`src/rtl/matinv_seq_ctrl.sv`:
```
// Sequencer for the 5x5 matrix-inverse datapath: serial load, fixed latency wait, buffered result drain.
// Define MATINV_ABORT_EN to add an abort input that returns the sequencer to idle from any state.
module matinv_seq_ctrl #(
    parameter int DW      = 32,
    parameter int N       = 5,
    parameter int INV_LAT = 4
) (
    input  logic                clk,
    input  logic                rst,
`ifdef MATINV_ABORT_EN
    input  logic                abort,
`endif
    input  logic                in_valid,
    output logic                in_ready,
    input  logic [DW-1:0]       in_data,
    output logic [N*N*DW-1:0]   mat_flat,
    output logic                inv_start,
    input  logic [N*N*DW-1:0]   inv_flat,
    output logic                out_valid,
    input  logic                out_ready,
    output logic [DW-1:0]       out_data,
    output logic                out_last,
    output logic                busy
);

    localparam int NE  = N * N;
    localparam int CW  = $clog2(NE);
    localparam int WCW = $clog2(INV_LAT + 1);

    localparam logic [CW-1:0]  LAST_K    = CW'(NE - 1);
    localparam logic [WCW-1:0] WAIT_LAST = WCW'(INV_LAT - 1);

    typedef enum logic [1:0] {
        S_IDLE,
        S_LOAD,
        S_WAIT,
        S_DRAIN
    } state_t;

    state_t              state_q, state_d;
    logic [CW-1:0]       in_cnt_q, in_cnt_d;
    logic [WCW-1:0]      wait_cnt_q, wait_cnt_d;
    logic [CW-1:0]       out_cnt_q, out_cnt_d;
    logic [NE*DW-1:0]    mat_q, mat_d;
    logic [NE*DW-1:0]    res_q, res_d;
    logic                inv_start_q, inv_start_d;
    logic                in_hs;
    logic                out_hs;

    assign in_ready  = (state_q == S_IDLE) || (state_q == S_LOAD);
    assign out_valid = (state_q == S_DRAIN);
    assign out_last  = out_valid && (out_cnt_q == LAST_K);
    assign busy      = (state_q != S_IDLE);
    assign mat_flat  = mat_q;
    assign inv_start = inv_start_q;
    assign in_hs     = in_valid && in_ready;
    assign out_hs    = out_valid && out_ready;

    // The result buffer, not inv_flat, feeds the output so later datapath changes cannot leak out.
    always_comb begin
        out_data = '0;
        for (int k = 0; k < NE; k++) begin
            if (out_valid && (out_cnt_q == CW'(k))) begin
                out_data = res_q[k*DW +: DW];
            end
        end
    end

    always_comb begin
        state_d     = state_q;
        in_cnt_d    = in_cnt_q;
        wait_cnt_d  = wait_cnt_q;
        out_cnt_d   = out_cnt_q;
        mat_d       = mat_q;
        res_d       = res_q;
        inv_start_d = 1'b0;

        case (state_q)
            S_IDLE: begin
                if (in_hs) begin
                    mat_d[DW-1:0] = in_data;
                    in_cnt_d      = CW'(1);
                    state_d       = S_LOAD;
                end
            end
            S_LOAD: begin
                if (in_hs) begin
                    for (int k = 1; k < NE; k++) begin
                        if (in_cnt_q == CW'(k)) begin
                            mat_d[k*DW +: DW] = in_data;
                        end
                    end
                    if (in_cnt_q == LAST_K) begin
                        in_cnt_d    = '0;
                        wait_cnt_d  = '0;
                        inv_start_d = 1'b1;
                        state_d     = S_WAIT;
                    end else begin
                        in_cnt_d = in_cnt_q + 1'b1;
                    end
                end
            end
            S_WAIT: begin
                if (wait_cnt_q == WAIT_LAST) begin
                    res_d      = inv_flat;
                    out_cnt_d  = '0;
                    wait_cnt_d = '0;
                    state_d    = S_DRAIN;
                end else begin
                    wait_cnt_d = wait_cnt_q + 1'b1;
                end
            end
            S_DRAIN: begin
                if (out_hs) begin
                    if (out_cnt_q == LAST_K) begin
                        out_cnt_d = '0;
                        state_d   = S_IDLE;
                    end else begin
                        out_cnt_d = out_cnt_q + 1'b1;
                    end
                end
            end
            default: begin
                state_d = S_IDLE;
            end
        endcase

`ifdef MATINV_ABORT_EN
        // Abort wins over any same-cycle beat, so that beat must leave no trace in the buffers.
        if (abort) begin
            state_d     = S_IDLE;
            in_cnt_d    = '0;
            wait_cnt_d  = '0;
            out_cnt_d   = '0;
            mat_d       = mat_q;
            res_d       = res_q;
            inv_start_d = 1'b0;
        end
`endif
    end

    always_ff @(posedge clk or posedge rst) begin
        if (rst) begin
            state_q     <= S_IDLE;
            in_cnt_q    <= '0;
            wait_cnt_q  <= '0;
            out_cnt_q   <= '0;
            mat_q       <= '0;
            res_q       <= '0;
            inv_start_q <= 1'b0;
        end else begin
            state_q     <= state_d;
            in_cnt_q    <= in_cnt_d;
            wait_cnt_q  <= wait_cnt_d;
            out_cnt_q   <= out_cnt_d;
            mat_q       <= mat_d;
            res_q       <= res_d;
            inv_start_q <= inv_start_d;
        end
    end

endmodule
```
`config.mk`:
```
export PLATFORM = sky130hd
export DESIGN_NAME = matinv_seq_ctrl
export DESIGN_NICKNAME = d
export VERILOG_FILES = /design/src/rtl/matinv_seq_ctrl.sv
export SDC_FILE = /design/constraint.sdc
export NUM_CORES = 2
export LEC_CHECK = 0
export CORE_AREA = 5 5 655 657
export CTS_CLUSTER_SIZE = 14
export DETAILED_ROUTE_END_ITERATION = 12
export DIE_AREA = 0 0 660 662
export GPL_TIMING_DRIVEN = 0
export PLACE_DENSITY = 0.33
export SYNTH_ARGS = -nofsm -noshare
export SYNTH_HDL_FRONTEND = slang
export SYNTH_SLANG_ARGS = --single-unit
export TNS_END_PERCENT = 50
```
`constraint.sdc`:
```
create_clock -name clk -period 76 [get_ports clk]
set_input_delay 7.6 -clock clk [delete_from_list [all_inputs] [get_ports clk]]
set_output_delay 7.6 -clock clk [all_outputs]
set_load 0.005 [all_outputs]
```
==> parameters.txt <==
Parameter                              Value

Run status
  Result of the run    finished, violations left
  Violated checks    max-capacitance violations, max-slew violations

Detailed routing
  # DRC    0
  Count of routing violations after the opening detailed-route iteration    roughly 3000
  Wirelength, routed    434000 um
  Detail-routed via count per cell    4.09
  Number of nets with antenna violations after detailed routing    0
  Vias after detailed routing    51300
  Number of detailed-routing iterations run before antenna repair    7
  Final routed wire length divided by cell count    34.6 um

Critical path
  Endpoint of the worst-slack reg-to-reg timing path    mat_flat[660]
  Cell repeated most along the worst path    buf_4
  R2R Setup Slk    72.16 ns
  Kind of capture point of the worst setup path    primary output
  Crit path cell chain    ha_1 > buf_4 > buf_4 > nand3b_1 > nor2_1 > clkbuf_1 > a221oi_1 > o21ai_0 > o211ai_1 > a211oi_1 > clkdlybuf4s50_1
  Depth of the worst register-to-register path    7
  Kind of start point of the critical path    register
  Critical setup path kind    reg -> out
  Largest fanout of any net on the critical path    10
  Worst reg2reg startpoint    state_q[1]
  Delay of the slowest cell on the worst path    0.97 ns
  Data required time at the worst endpoint    approximately 68 ns
  Crit-path slowest cell    nor2_1
  CP arrival    around 7.4 ns

Timing
  Least-Margin Pin Slew    1.49 ns
  Max-slew violation count    1
  Minimum setup slack in the final design    60.99 ns
  Setup-violating endpoint count in the final report    0
  Skew final    roughly 0.088 ns
  RSZ-0062 raised after global routing    false
  Post-layout minimum cycle time    15.01 ns
  Worst slew margin relative to its limit    -0.00117
  Period utilization    0.198
  Maximum clock rate    66.6 MHz
  Hold violation total from the final report    0

Place
  Number of cells in the design after placement    12100
  Port Buf Inserts    1671
  Post-detailed-placement half-perimeter wirelength    around 350000 um
  GP Congestion    0.854
  Worst setup slack before clock tree synthesis    slightly above 60 ns
  Cell area reported after detailed placement    91500 um^2

Floorplanning
  DIE AREA    437000 um^2
  Y dimension of the die    662 um
  Top Ports    between 1500 and 2000
  X dimension of the die    660 um
  Total core area    between 400000 and 500000 um^2
  Initial Utilization    0.159
  Number of placement rows    ~240

Worst hold path
  Hold path startpoint    mat_flat[560]
  Depth of the worst hold-timing path    1
  Hold path endpoint    mat_flat[560]
  Worst hold-check path type    reg -> reg

Logic synthesis
  Sequential element share of the synthesized area    0.603
  Number of flops mapped to enable cells by yosys    0
  Synth top area cells    dfrtp_1 60%, mux2_2 27%, clkbuf_1 1.4%
  Post-synthesis instance total    4744
  Share of flip-flops with an asynchronous set or reset    1.00
  Synth Warn #    0
  Nets in the synthesized netlist    5596
  Commonest register cell after synthesis    dfrtp_1
  Proportion of netlist area held by the largest area contributor    0.603
  Count of distinct cell types in the synthesized netlist    82
  Largest area contributor in the netlist    dfrtp_1
  Post-synthesis register bit count    between 1500 and 2000
  Cell area after technology mapping    67100 um^2
  Syn avg cell area    approximately 14 um^2

Pwr
  Worst VDD drop    between 20 and 25 uV
  Power density over the cells    38.1 nW/um^2
  Proportion of total power due to net switching    0.344
  Portion of total power attributed to combinational logic    0.341
  Sequential fraction of design power    0.386
  Cell Int Power    0.00246 W
  Net switching power    0.00129 W
  Leakage Power    approximately 40 nW
  Part of the power in the clock network    0.274

Cells and area
  Final Instance Count excl. Fillers    12500
  Signed area change from the synthesized netlist to the final layout    47.0%
  Fraction of layout cells with a size suffix above 1    0.299
  Post-layout utilization of the core    0.233
  Layout net count    about 7500
  Area of all placed cells without fillers    98600 um^2

CTS
  Total of cells resized after clock tree synthesis    0
  CTS Buf Count    212
  Deepest clock path buffer count    4
  H-tree levels    4
  Clock tree root driver cell    clkbuf_16
  Number of buffers inserted for hold repair after clock tree synthesis    0
  Clock latency on the worst-skew pair    0.94 ns
  Post-CTS setup buffer count    0
  CTS clock-pin slew for the worst setup and hold paths    0.05 ns
  CTS tree    yes
  Clock Sink Count    1616

GRT
  Remaining global-route overflow    0
  Maximum number of pins on one net before global-route repair    around 120
  Global-route wire length before repair    around 560000 um
  Total track usage    0.190
  Vias in the first global route    54400
  Number of antenna violations at the first check in global routing    205

Run
  Max-cap violations    1
## registers in the layout, summed over array words and instances (netlist names)
name,count
in_cnt_q,5
inv_start,1
state_q,2
mat_flat,800
wait_cnt_q,3
out_cnt_q,5
res_q,800
## kinds of logic (layout without fill, tap and decap cells)
group                      count (synthesis)  after routing  synth area share
DFF                                     1616           1616             0.603
AOI/OAI and AO/OA                        694            694            0.0708
adders and majority gates                 16             16           0.00299
and+or+nand+nor                          436            436            0.0316
muxes                                   1601           1601             0.269
buffers and inverters                    381           2458            0.0228
other                                      0             58                 0
## through the flow
stage,power (W),hold slack [ns],setup TNS (ns)
2_1_floorplan,0.00190,0.454,0
3_3_place_gp,0.00276,0.469,-4299.77
3_5_place_dp,0.00276,0.476,0
4_1_cts,0.00383,0.498,0
5_1_grt,0.00393,0.508,0
6_report,0.00376,0.495,0
## layer usage
layer	GRT usage	vias to the layer above	routed length, um
met5	0.00230	-	258
met4	0.0656	44	17800
met3	0.0584	703	32400
met2	0.345	2050	223000
met1	0.209	27100	160000
li1	-	21300	-
## power by group through the flow
stage / clock [W] / combinational (W) / sequential, W
floorplan: 0 / 0.000501 / 0.00140
finish: 0.00103 / 0.00128 / 0.00145
global route: 0.00110 / 0.00135 / 0.00149
detailed placement: 0 / 0.00131 / 0.00145
CTS: 0.00107 / 0.00131 / 0.00144
global placement: 0 / 0.00130 / 0.00146
## placed cells by master, fill, tap and decap left out, drive strengths merged, types with 45 or more instances in the layout
cell / count
nor3: 52
buf: 132
o21ai: 146
diode: 58
dfrtp: 1616
clkdlybuf4s50: 1671
a221oi: 79
mux2: 1601
a22oi: 45
nand2: 116
o22ai: 81
a21oi: 132
clkbuf: 572
nor2: 142
## cells in the mapped netlist (8+ instances only)
| cell | number |
|---|---|
| dfrtp_1 | 1616 |
| mux2_2 | 1597 |
| clkbuf_1 | 248 |
| nor2_1 | 138 |
| a21oi_1 | 132 |
| o21ai_0 | 127 |
| nand2_1 | 116 |
| o22ai_1 | 81 |
| a221oi_1 | 79 |
| buf_1 | 52 |
| nor3_1 | 49 |
| buf_2 | 46 |
| a22oi_1 | 45 |
| nand3_1 | 33 |
| o221ai_1 | 32 |
| inv_1 | 25 |
| o21ai_1 | 19 |
| o22a_1 | 18 |
| and3_1 | 17 |
| ha_1 | 16 |
| o211ai_1 | 16 |
| a311o_1 | 14 |
| o41ai_1 | 13 |
| a21boi_0 | 12 |
| a31oi_1 | 11 |
| nor4_1 | 11 |
| a221o_1 | 9 |
| nand2b_1 | 9 |
| nand3b_1 | 9 |
| and2_1 | 8 |
| o31ai_1 | 8 |
## how the worst max path moves through the flow
| stage | startpoint | to | slack, ns | cells after the start |
|---|---|---|---|---|
| final | state_q[1] | out_data[30] | 60.99 | 11 |
| after global routing | state_q[1] | out_data[30] | 60.85 | 11 |
| after CTS | state_q[1] | out_data[30] | 60.64 | 11 |
| after detailed placement | state_q[1] | out_data[30] | 61.71 | 11 |
| after global placement | rst | mat_flat[776] | -3.57 | 2 |
| after floorplan | rst | in_cnt_q[0] | 22.80 | 1 |
## area by class of cell
type | count | area [um^2]
Fill cell | 45000 | 324000
Sequential cell | 1616 | 40400
Multi-Input combinational cell | 2747 | 25100
Timing Repair Buffer | 1696 | 17300
Tap cell | 5663 | 7090
Clock buffer | 323 | 6270
Buffer | 356 | 1450
Clock inverter | 58 | 656
Antenna cell | 58 | 145
Inverter | 25 | 101
## worst max-delay path: cells and delay by family (launching register included)
family / cells / cell delay, ns
compound gates: 4 / 2.30
simple gates: 2 / 1.30
buf+inv: 4 / 2.10
flops: 1 / 0.39
fa+ha+maj: 1 / 0.43
No activity file was read; power rests on OpenSTA's default activity.
